**src/rtl/led_seq_ctrl.sv**
```systemverilog
// LED sequencer: four display modes stepped at a selectable rate, with pause,
// mode-key advance and self-recovery of corrupted single-lit patterns.
module led_seq_ctrl #(
  parameter int unsigned TICK_BASE = 50_000_000
) (
  input  logic       clk,
  input  logic       rst,
  input  logic       mode_key,
  input  logic [1:0] speed_sel,
  input  logic       pause,
  output logic [3:0] led,
  output logic [1:0] mode,
  output logic       tick
);

  typedef enum logic [1:0] {
    RUN_R  = 2'b00,
    RUN_L  = 2'b01,
    BLINK  = 2'b10,
    BOUNCE = 2'b11
  } mode_e;

  localparam logic [26:0] BASE = 27'(TICK_BASE);

  mode_e       mode_q, mode_d;
  logic [3:0]  led_q, led_d;
  logic [25:0] cnt_q, cnt_d;
  logic        dir_right_q, dir_right_d;
  logic        tick_q, tick_d;
  logic [1:0]  spd_q, spd_d;

  logic [26:0] period;
  logic [25:0] cnt_last;
  logic [3:0]  step_led;
  logic        step_dir_right;

  function automatic logic [3:0] init_pat(input mode_e m);
    case (m)
      RUN_L:   return 4'b1110;
      BLINK:   return 4'b0000;
      default: return 4'b0111;
    endcase
  endfunction

  function automatic logic one_cold(input logic [3:0] v);
    case (v)
      4'b0111, 4'b1011, 4'b1101, 4'b1110: return 1'b1;
      default:                            return 1'b0;
    endcase
  endfunction

  always_comb begin
    period   = BASE >> spd_q;
    cnt_last = 26'(period - 27'd1);
  end

  // Pattern produced by one step of the current mode, including recovery.
  always_comb begin
    step_led       = led_q;
    step_dir_right = dir_right_q;
    case (mode_q)
      RUN_R: step_led = one_cold(led_q) ? {led_q[0], led_q[3:1]} : 4'b0111;
      RUN_L: step_led = one_cold(led_q) ? {led_q[2:0], led_q[3]} : 4'b1110;
      BLINK: step_led = ~led_q;
      BOUNCE: begin
        if (!one_cold(led_q)) begin
          step_led       = 4'b0111;
          step_dir_right = 1'b1;
        end else begin
          step_led = dir_right_q ? {led_q[0], led_q[3:1]} : {led_q[2:0], led_q[3]};
          if (step_led == 4'b1110)
            step_dir_right = 1'b0;
          else if (step_led == 4'b0111)
            step_dir_right = 1'b1;
        end
      end
      default: step_led = 4'b0111;
    endcase
  end

  // Priority: mode key, then pause, then speed change, then counting.
  always_comb begin
    mode_d      = mode_q;
    led_d       = led_q;
    cnt_d       = cnt_q;
    dir_right_d = dir_right_q;
    tick_d      = 1'b0;
    spd_d       = pause ? spd_q : speed_sel;

    if (mode_key) begin
      case (mode_q)
        RUN_R:   mode_d = RUN_L;
        RUN_L:   mode_d = BLINK;
        BLINK:   mode_d = BOUNCE;
        BOUNCE:  mode_d = RUN_R;
        default: mode_d = RUN_R;
      endcase
      led_d       = init_pat(mode_d);
      dir_right_d = 1'b1;
      cnt_d       = '0;
    end else if (pause) begin
      cnt_d = cnt_q;
    end else if (speed_sel != spd_q) begin
      cnt_d = '0;
    end else if (cnt_q == cnt_last) begin
      cnt_d       = '0;
      tick_d      = 1'b1;
      led_d       = step_led;
      dir_right_d = step_dir_right;
    end else begin
      cnt_d = cnt_q + 26'd1;
    end
  end

  always_ff @(posedge clk or posedge rst) begin
    if (rst) begin
      mode_q      <= RUN_R;
      led_q       <= 4'b0111;
      cnt_q       <= '0;
      dir_right_q <= 1'b1;
      tick_q      <= 1'b0;
      spd_q       <= 2'b00;
    end else begin
      mode_q      <= mode_d;
      led_q       <= led_d;
      cnt_q       <= cnt_d;
      dir_right_q <= dir_right_d;
      tick_q      <= tick_d;
      spd_q       <= spd_d;
    end
  end

  assign led  = led_q;
  assign mode = mode_q;
  assign tick = tick_q;

endmodule

```
**config.mk**
```make
export PLATFORM = sky130hd
export DESIGN_NAME = led_seq_ctrl
export DESIGN_NICKNAME = d
export VERILOG_FILES = /design/src/rtl/led_seq_ctrl.sv
export SDC_FILE = /design/constraint.sdc
export NUM_CORES = 1
export LEC_CHECK = 0
export CORE_MARGIN = 4
export CORE_UTILIZATION = 40
export DETAILED_ROUTE_END_ITERATION = 16
export HOLD_SLACK_MARGIN = 0.1
export SYNTH_ARGS = -nofsm -noshare
export SYNTH_HDL_FRONTEND = slang
export SYNTH_SLANG_ARGS = --single-unit
```
**constraint.sdc**
```tcl
create_clock -name clk -period 3.46 [get_ports clk]
set_input_delay 1.038 -clock clk [delete_from_list [all_inputs] [get_ports clk]]
set_output_delay 1.038 -clock clk [all_outputs]
set_load 0.01 [all_outputs]
```
==> insert_results.sql <==
INSERT INTO impl_metrics (metric_group, metric, value, unit) VALUES
('clock_network', 'cts_htree_levels', '2', ''),
('sta', 'tns', '0', 'ns'),
('detailed_routing', 'dr_drc_count', '0', ''),
('grt', 'grt_pass1_wl', '11.8', 'mm'),
('clock_network', 'cts_num_sinks', '36', ''),
('detailed_routing', 'via_count', '2566', ''),
('pwr', 'reported_leakage_power', '1.29', 'nW'),
('sta', 'rsz0062_at_grt', 'no', ''),
('yosys', 'synth_fp_nets', '347', ''),
('yosys', 'synth_xor_area_share', '2.16', '%'),
('die', 'fp.coreArea', '0.00683', 'mm²'),
('critical_path', 'cp.arrival', '3.05', 'ns'),
('critical_path', 'timing.critical_path.slowest_cell_delay', '0.66', 'ns'),
('yosys', 'syn_area_per_cell', '8.48', 'µm²'),
('clock_network', 'clock-root-buffer', 'clkbuf_8', ''),
('critical_path', 'reg2reg_from', 'spd_q[1]', ''),
('detailed_routing', 'maxUsedRoutingLayer', 'met4', ''),
('yosys', 'ys.flop_type', 'dfrtp_1', ''),
('sta', 'finClkSkew', '0.00569', 'ns'),
('detailed_routing', 'wl_per_cell', '15.7', 'µm'),
('die', 'initial_utilization', '41.5', '%'),
('die', 'floorplan.die.width', '92.2', 'µm'),
('detailed_routing', 'drtAntennaViolNets', '0', ''),
('clock_network', 'clk-insertion-delay-late', '0.29', 'ns'),
('sta', 'period_minus_slack', '2.86', 'ns'),
('detailed_routing', 'detail_route.wirelength.met1', '3.40', 'mm'),
('cells_and_area', 'commonest_non_fill_non_tap_cells_in_the_layout', 'dfrtp_1, nand2_1, nand3_1', ''),
('critical_path', 'worst_setup_slack_for_register_to_register_paths', '0.60', 'ns'),
('sta', 'slew_worst_pin', '0.748', 'ns'),
('detailed_routing', 'met2RoutedLength', '3.02', 'mm'),
('cells_and_area', 'fin_nets', '348', ''),
('run_status', 'status', 'finished clean', ''),
('clock_network', 'cts.repair_timing.setup_buffer_count', '0', ''),
('yosys', 'synth_cell_type_count', '72', ''),
('yosys', 'synth_top_family_by_area', 'simple AND/OR/NAND/NOR gates', ''),
('sta', 'final_hold_viol_count', '0', ''),
('cells_and_area', 'finish.cell_count_without_fillers', '432', ''),
('sta', 'finalSetupViolations', '0', ''),
('placement', 'numPortBuffers', '12', ''),
('cells_and_area', 'final_common_cell', 'dfrtp_1', ''),
('pwr', 'vdd_drop_max', '0.129', 'mV'),
('clock_network', 'cts_tree', 'yes', ''),
('yosys', 'ys_ff_latch', '36', ''),
('critical_path', 'cp_data_required_time', '3.66', 'ns'),
('min_path', 'whs_path_depth', '1', ''),
('die', 'io_pins', '13', ''),
('clock_network', 'cts.hold.buffers_added', '0', ''),
('grt', 'grt_start_max_net_pins', '37', ''),
('yosys', 'synth-compound-area-share', '22.8', '%'),
('critical_path', 'r2r.worst_path.cells', '8', ''),
('cells_and_area', 'post-route-cell-area', '0.00307', 'mm²'),
('critical_path', 'rr_endpoint', 'led[2]', ''),
('critical_path', 'critical_path_cell_with_the_highest_stage_delay', 'nor3b_1', ''),
('clock_network', 'clk_pin_slew', '0.08', 'ns'),
('detailed_routing', 'met3RoutedLength', '308', 'µm'),
('detailed_routing', 'initialDrtViolationCount', '139', ''),
('yosys', 'ys_warnings', '0', ''),
('grt', 'globalRoute.totalOverflow', '0', ''),
('min_path', 'worst_hold_path_startpoint', 'cnt_q[0]', ''),
('critical_path', 'crit_top_cell', 'a211oi_1', ''),
('die', 'die_y', '92.2', 'µm'),
('detailed_routing', 'route.detailed.vias_per_inst', '5.94', ''),
('min_path', 'worst_hold_path_type', 'reg2reg', ''),
('critical_path', 'crit_path_max_fanout', '17', ''),
('sta', 'max_freq', '350', 'MHz'),
('yosys', 'sequential_to_total_area_share_from_yosys_stat', '32.0', '%'),
('clock_network', 'tritoncts.num_buffers', '5', ''),
('placement', 'rd_place_congestion', '0.808', ''),
('sta', 'timing_max_transition_violations_final', '0', ''),
('min_path', 'timing.hold.worst_endpoint', 'cnt_q[0]', ''),
('die', 'floorplan.die_area', '0.00850', 'mm²');
-- worst max-delay path, delay by kind of cell, from the launching register on --
family                   cells  cell delay [ns]
adder cells (fa/ha/maj)      1             0.32
XOR/XNOR                     1             0.13
flip-flops                   1             0.63
AND/OR/NAND/NOR              3             1.07
AO/OA/AOI/OAI                3             0.60
-- per-stage QoR --
stage / total power (W) / hold slack (ns)
finish: 0.00141 / 0.562
detailed placement: 0.00110 / 0.552
CTS: 0.00142 / 0.566
floorplan: 0.000931 / 0.502
global route: 0.00151 / 0.602
global placement: 0.00109 / 0.538
-- metal layers --
| metal | GRT usage (%) | up-vias |
|---|---|---|
| li1 | - | 1252 |
| met1 | 24.9 | 1253 |
| met2 | 25.1 | 55 |
| met3 | 3.86 | 6 |
| met4 | 4.58 | 0 |
| met5 | 0 | - |
-- area by class of cell --
type	count	area, µm²	share of cell area [%]
Clock buffer	8	90.1	2.93
Sequential cell	36	906	29.5
Tap cell	96	120	3.91
Inverter	11	41.3	1.34
Timing Repair Buffer	21	188	6.11
Multi-Input combinational cell	260	1730	56.2
-- cells by family after synthesis --
logic type / Yosys count
compound gates: 89
simple gates: 153
fa+ha+maj: 7
flops: 36
mux: 4
buf+inv: 38
xor+xnor: 7
-- worst max path at each step --
stage | from | to | cells after the start
global route | spd_q[1] | led[2] | 8
CTS | spd_q[1] | led[2] | 8
global placement | speed_sel[1] | cnt_q[22] | 6
detailed placement | speed_sel[1] | cnt_q[22] | 6
floorplan | spd_q[1] | cnt_q[13] | 12
finish | spd_q[1] | led[2] | 8
-- sequential cells by signal, summed over array words and instances, names as in the netlist --
signal	cells
cnt_q	26
tick	1
dir_right_q	1
mode	2
led	4
spd_q	2
-- cells in the mapped netlist, types with 3 or more instances --
library cell,count,area share [%]
buf_2,6,1.1
nand4_1,8,1.8
clkbuf_1,11,1.5
nor3b_1,6,1.6
a211o_1,11,3.4
nand3_1,24,4.2
and3_1,6,1.3
nand4b_1,3,0.93
a22o_1,6,1.9
dfstp_2,4,3.7
mux2_2,3,1.2
nor3_1,13,2.3
inv_1,9,1.2
nand2_1,31,4.1
o31ai_1,8,2.1
buf_4,7,1.9
xor2_1,3,0.93
dfrtp_1,32,28
o21ai_0,18,3.2
xnor2_1,4,1.2
nand2b_1,5,1.1
nand3b_1,3,0.79
nor2_1,23,3.0
a211oi_1,4,1.1
nor2b_1,5,1.1
ha_1,7,3.1
a21oi_1,14,2.5
-- power by group --
part / internal (W) / switching (W) / total, W
clock: 0.000163 / 0.000157 / 0.000320
combinational: 0.000248 / 0.000267 / 0.000515
sequential: 0.000470 / 0.000103 / 0.000573
Power figures use the tool's default switching activity.
